**config.mk**
```make
export PLATFORM = sky130hd
export DESIGN_NAME = interp_scheduler
export DESIGN_NICKNAME = d
export VERILOG_FILES = /design/src/rtl/interp_scheduler_pkg.sv /design/src/rtl/interp_cycle_cnt.sv /design/src/rtl/interp_scheduler.sv
export SDC_FILE = /design/constraint.sdc
export NUM_CORES = 1
export LEC_CHECK = 0
export ABC_AREA = 0
export CORE_ASPECT_RATIO = 1.2
export CORE_MARGIN = 4
export CORE_UTILIZATION = 46
export CTS_CLUSTER_DIAMETER = 100
export DETAILED_ROUTE_END_ITERATION = 16
export PLACE_DENSITY = 0.74
export SETUP_SLACK_MARGIN = 0.3
export SLEW_MARGIN = 20
export SYNTH_ARGS = -nofsm -noshare
export SYNTH_HDL_FRONTEND = slang
export SYNTH_HIERARCHICAL = 1
export SYNTH_SLANG_ARGS = --single-unit
export TNS_END_PERCENT = 20
```
**constraint.sdc**
```tcl
create_clock -name CLK -period 2 [get_ports CLK]
set_input_delay 0.4 -clock CLK [delete_from_list [all_inputs] [get_ports CLK]]
set_output_delay 0.4 -clock CLK [all_outputs]
set_load 0.01 [all_outputs]
```
**src/rtl/interp_scheduler_pkg.sv**
```systemverilog
// -----------------------------------------------------------------------------
// interp_scheduler_pkg
//   Shared definitions for the sinc interpolation sequencer and its helpers.
//   - sched_state_e : 3-bit FSM state encodings (IDLE..SHIFT)
//   - DEF_*         : default geometry, also reused by sinc_interp
//   - sched_out_t   : bundle of the state-decoded strobes
//   - max_int       : elaboration-time helper for sizing counters
// -----------------------------------------------------------------------------
package interp_scheduler_pkg;

  typedef enum logic [2:0] {
    IDLE    = 3'd0,
    PRELOAD = 3'd1,
    COMPUTE = 3'd2,
    FLUSH   = 3'd3,
    HANDOFF = 3'd4,
    SHIFT   = 3'd5
  } sched_state_e;

  localparam int DEF_N_PHASES   = 21;
  localparam int DEF_PHASE_W    = 5;
  localparam int DEF_TAP_CYCLES = 10;
  localparam int DEF_PIPE_LAT   = 2;

  typedef struct packed {
    logic pre_load;
    logic sinc_en;
    logic sample_rdy;
    logic busy;
  } sched_out_t;

  function automatic int max_int(input int a, input int b);
    return (a > b) ? a : b;
  endfunction

endpackage

```
**src/rtl/interp_cycle_cnt.sv**
```systemverilog
// -----------------------------------------------------------------------------
// interp_cycle_cnt
//   Loadable down-counter with terminal-count flag. Loading N-1 makes tc
//   assert on the N-th cycle after the load, so a state that exits on tc
//   lasts exactly N cycles.
// Ports
//   CLK, RST  : clock, async active-high reset
//   load      : load load_val this cycle (takes priority over counting)
//   load_val  : value to load
//   tc        : count has reached zero
// -----------------------------------------------------------------------------
module interp_cycle_cnt #(
  parameter int CNT_W = 4
) (
  input  logic             CLK,
  input  logic             RST,
  input  logic             load,
  input  logic [CNT_W-1:0] load_val,
  output logic             tc
);

  logic [CNT_W-1:0] cnt;

  always_ff @(posedge CLK or posedge RST) begin
    if (RST)             cnt <= '0;
    else if (load)       cnt <= load_val;
    else if (cnt != '0)  cnt <= cnt - CNT_W'(1);
  end

  assign tc = (cnt == '0);

endmodule

```
**src/rtl/interp_scheduler.sv**
```systemverilog
// -----------------------------------------------------------------------------
// interp_scheduler
//   Sequencer for the sinc interpolation datapath. For each input sample it
//   preloads the filter, then steps it through N_PHASES output phases: a
//   TAP_CYCLES MAC sweep, PIPE_LAT flush cycles, a handoff to the PCM1702
//   shifter, and a wait for the shift to finish. One early sample is queued;
//   a further one is dropped and flagged.
// Ports
//   CLK, RST     : clock, async active-high reset
//   data_rdy     : new input sample pulse
//   loaded       : shifter has latched outputSample
//   shift_done   : shifter finished shifting and LE
//   pre_load     : load filter delay line (1 cycle)
//   sinc_en      : MAC sweep enable
//   sinc_select  : current phase, 1..N_PHASES
//   sample_rdy   : outputSample valid, held until loaded
//   busy         : not IDLE
//   overrun      : input sample dropped (1-cycle pulse)
//   ovr_count    : saturating overrun count (only with
//                  INTERP_SCHED_OVERRUN_CNT_EN defined)
// -----------------------------------------------------------------------------
module interp_scheduler
  import interp_scheduler_pkg::*;
#(
  parameter int N_PHASES   = DEF_N_PHASES,
  parameter int PHASE_W    = DEF_PHASE_W,
  parameter int TAP_CYCLES = DEF_TAP_CYCLES,
  parameter int PIPE_LAT   = DEF_PIPE_LAT
) (
  input  logic               CLK,
  input  logic               RST,
  input  logic               data_rdy,
  input  logic               loaded,
  input  logic               shift_done,
  output logic               pre_load,
  output logic               sinc_en,
  output logic [PHASE_W-1:0] sinc_select,
  output logic               sample_rdy,
  output logic               busy,
  output logic               overrun
`ifdef INTERP_SCHED_OVERRUN_CNT_EN
  ,
  output logic [7:0]         ovr_count
`endif
);

  localparam int CNT_W = $clog2(max_int(TAP_CYCLES, PIPE_LAT) + 1);

  sched_state_e     state, state_nxt;
  logic [PHASE_W-1:0] sel_nxt;
  logic             pending, pending_nxt, ovr_nxt;
  logic             cnt_load, cnt_tc, step;
  logic [CNT_W-1:0] cnt_val;
  logic             last_phase;
  sched_out_t       outs;

  assign last_phase = (sinc_select == PHASE_W'(N_PHASES));

  // One counter times both COMPUTE and FLUSH; it is reloaded on entry.
  interp_cycle_cnt #(.CNT_W(CNT_W)) u_cycle_cnt (
    .CLK      (CLK),
    .RST      (RST),
    .load     (cnt_load),
    .load_val (cnt_val),
    .tc       (cnt_tc)
  );

  always_ff @(posedge CLK or posedge RST) begin
    if (RST) begin
      state       <= IDLE;
      sinc_select <= PHASE_W'(1);
      pending     <= 1'b0;
      overrun     <= 1'b0;
    end else begin
      state       <= state_nxt;
      sinc_select <= sel_nxt;
      pending     <= pending_nxt;
      overrun     <= ovr_nxt;
    end
  end

  always_comb begin
    state_nxt = state;
    sel_nxt   = sinc_select;
    cnt_load  = 1'b0;
    cnt_val   = '0;
    step      = 1'b0;
    case (state)
      IDLE: if (data_rdy || pending) begin
        state_nxt = PRELOAD;
        sel_nxt   = PHASE_W'(1);
      end
      PRELOAD: begin
        state_nxt = COMPUTE;
        cnt_load  = 1'b1;
        cnt_val   = CNT_W'(TAP_CYCLES - 1);
      end
      COMPUTE: if (cnt_tc) begin
        state_nxt = FLUSH;
        cnt_load  = 1'b1;
        cnt_val   = CNT_W'(PIPE_LAT - 1);
      end
      FLUSH: if (cnt_tc) state_nxt = HANDOFF;
      // A shift_done arriving with loaded must not be lost: step directly.
      HANDOFF: if (loaded) begin
        if (shift_done) step = 1'b1;
        else            state_nxt = SHIFT;
      end
      SHIFT: if (shift_done) step = 1'b1;
      default: state_nxt = IDLE;
    endcase
    if (step) begin
      if (last_phase) begin
        state_nxt = IDLE;
        sel_nxt   = PHASE_W'(1);
      end else begin
        state_nxt = COMPUTE;
        sel_nxt   = sinc_select + PHASE_W'(1);
        cnt_load  = 1'b1;
        cnt_val   = CNT_W'(TAP_CYCLES - 1);
      end
    end
  end

  // Single-entry input queue. In IDLE the queued sample is consumed; a
  // fresh data_rdy in that same cycle takes over the queue slot.
  always_comb begin
    pending_nxt = pending;
    ovr_nxt     = 1'b0;
    if (state == IDLE) begin
      pending_nxt = pending & data_rdy;
    end else if (data_rdy) begin
      if (pending) ovr_nxt     = 1'b1;
      else         pending_nxt = 1'b1;
    end
  end

  always_comb begin
    outs            = '0;
    outs.pre_load   = (state == PRELOAD);
    outs.sinc_en    = (state == COMPUTE);
    outs.sample_rdy = (state == HANDOFF);
    outs.busy       = (state != IDLE);
  end

  assign pre_load   = outs.pre_load;
  assign sinc_en    = outs.sinc_en;
  assign sample_rdy = outs.sample_rdy;
  assign busy       = outs.busy;

`ifdef INTERP_SCHED_OVERRUN_CNT_EN
  always_ff @(posedge CLK or posedge RST) begin
    if (RST)                            ovr_count <= 8'd0;
    else if (overrun && ovr_count != 8'hFF) ovr_count <= ovr_count + 8'd1;
  end
`endif

endmodule
```
==> results.toml <==
[worst_setup_path]
critPathMaxStageDelay_ps = 380
path_cells = "inv_1, ha_2, and4b_1, or3_4, a221oi_2, buf_4, nor3_2, a221o_1"
r2r-end = "u_cycle_cnt/cnt[3]"
worstSetupPathType = "reg2reg"
ff2ff_setup_slack_ps = -20
ff2ff_path_depth = 8
slowest_stage = "or3_4"
reg2reg_from = "sinc_select[1]"
cp_data_required_time_ps = 2170
cp_data_arrival_time_ps = 2180
endpoint_kind = "flop"
critPathLaunchType = "flop"
critPathMaxFanout = 7

[clock_network]
cts_hold_buf = 0
clock_latency_ps = 280
clock_sinks = 14
ctsRootBufferMaster = "clkbuf_4"
tritoncts = "yes"
clk_pin_slew_ps = 90
htree_levels = 1
cts-buffers-inserted = 3
cts_buffer_depth = 2

[sta]
setup_viol = 1
setup_ws_ps = -15.5
slew_viol_final = 0
timing.final.crit_share_pct = 101
fin_crit_ps = 2020
finalHoldViolations = 0
clock.fmax_mhz = 496
fin_hold_ws_ps = 325
fin_setup_tns_ps = -15.5
fin_skew_ps = 2.56
rsz0062_at_grt = "true"

[finish]
fin_area_mm2 = 0.00123
stdcell_count = 142
drive_gt1_share_pct = 38.2
fill_cells = 150
syn_to_final_growth_pct = 39.1
antenna_cells = 0
nNetsFinal = 132

[yosys]
synth_edf_count = 0
synth_area_um2 = 883
yosys_register_bits = 14
synth_most_common_cell = "dfrtp_1"
synth_top_area_share_pct = 36.8
syn_area_per_cell_um2 = 9.93
ys.flop_type = "dfrtp_1"
synth_common_cells = "13 x dfrtp_1, 7 x inv_1, 6 x nand2_1, 5 x nor2_1"
synth.area.top_cells = "dfrtp_1 37%, ha_1 4.2%, mux2i_1 3.4%"
ys_async_sr_fraction_pct = 100
synth_top_area_cell = "dfrtp_1"
synth_cells = 89
ys_seq_area_share_pct = 39.8
ys_warn_count = 6
synth_cell_types = 39

[job]
max_cap_violations = 0

[route]
ant_nets = 0
vias = 784
wire_per_inst_um = 14.2
first_pass_iters = 4
drt-total-wl_mm = 2.01
drt_iter0_drc = 15
drc = 0
via_per_inst = 5.52

[die]
rows = 17
core-area_mm2 = 0.00183
ios = 15
die_area_mm2 = 0.00269
die_h_um = 56.0
die_x_um = 48.0
initial_core_util_pct = 48.3

[power_and_ir_drop]
ir_drop_mv = 0.817
powerDensity_mw_per_mm2 = 1320
power.leakage_nw = 0.593

[global_route]
grt_pass1_wl_mm = 3.51
grt-ovfl-total = 0
grt_pass1_vias = 821
antenna_found_initial = 0
grtUsageTotal_pct = 17.7
grt_max_degree = 11

[placed_design]
gp_congestion = 0.792
place_inst = 134
dpl_cell_area_mm2 = 0.00115
post-place-ws_ps = -233
hpwl_mm = 1.60
portBuffers = 14

[worst_hold_path]
hp-class = "in2async"

[status]
violations = "negative setup slack"
status = "complete, but fails checks"
[registers in the layout, summed over array words and instances, names as in the netlist]
name             flops
overrun              1
u_cycle_cnt/cnt      4
sinc_select          5
pending              1
state                3
[routing by layer]
layer  share of wire, %  track usage [%]  vias to the layer above
li1                   -                -                      392
met1                 43             20.2                      382
met2                 53             28.9                        8
met3                3.2             3.56                        2
met4               0.85             9.23                        0
met5                  0                0                        -
[how the worst max path moves through the flow]
stage	start	endpoint	slack, ps	depth (start not counted)
finish	sinc_select[1]	u_cycle_cnt/cnt[3]	-20	8
global placement	data_rdy	u_cycle_cnt/cnt[3]	-200	6
CTS	sinc_select[1]	u_cycle_cnt/cnt[3]	-20	8
floorplan	sinc_select[1]	u_cycle_cnt/cnt[3]	-110	8
detailed placement	shift_done	u_cycle_cnt/cnt[3]	-230	7
global route	sinc_select[1]	u_cycle_cnt/cnt[3]	-80	8
[cell families (layout without fill, tap and decap cells)]
kind of cell             Yosys count  in the layout  synth area share, %
other                              1              2                0.425
buffers and inverters             11             44                 5.81
AND/OR/NAND/NOR                   34             34                 23.8
XOR/XNOR                           3              3                 2.98
flip-flops                        14             14                 39.8
AO/OA/AOI/OAI                     17             17                 15.9
multiplexers                       5              5                 5.95
adder cells (fa/ha/maj)            4              4                 5.38
[timing repair]
item                       4_1_cts  5_1_grt
setup buffers                    2        2
setup endpoints to repair       11       10
gates resized for setup         26        6
pin swaps                        1        2
[cell usage in the layout (no fill, tap or decap), drive strengths merged, types with 2 or more instances in the layout]
cell type and instances:
ha 3, dfrtp 13, nand2 6, dlymetal6s2s 2, clkdlybuf4s50 5, clkbuf 4
conb 2, nand2b 3, a22o 2, a21o 2, nand3 2, nor2 5
mux2 2, dlygate4sd2 3, inv 7, and3 2, or3 2, buf 23
o21ai 5, mux2i 3, nor4 3, nor3 4, nor3b 4, xnor2 3
[power by group]
part	switching, mW	internal, mW	total, mW
Clock	0.0944	0.0773	0.172
Combinational	0.440	0.533	0.972
Sequential	0.0890	0.393	0.481
[metrics by stage]
| stage | power [mW] | utilization, % |
|---|---|---|
| 4_1_cts | 1.59 | 65.3 |
| 2_1_floorplan | 1.07 | - |
| 3_3_place_gp | 1.34 | 62.9 |
| 5_1_grt | 1.78 | 67.2 |
| 6_report | 1.63 | 67.2 |
| 3_5_place_dp | 1.38 | 62.9 |
[worst max-delay path, delay by kind of cell, from the launching register on]
family / cells / cell delay [ps]
flip-flops: 1 / 350
AO/OA/AOI/OAI: 2 / 530
buffers and inverters: 2 / 230
AND/OR/NAND/NOR: 3 / 630
adder cells (fa/ha/maj): 1 / 150
[final cells by class]
class                   count  area, µm²  area share (%)
flip-flops and latches     14        354            28.8
repair buffers             33        274            22.3
multi-input cells          65        524            42.7
inverters                   7       26.3            2.14
clock buffers               4       26.3            2.14
well taps                  19       23.8            1.93
Note: power is estimated with default switching activity, not from simulation.
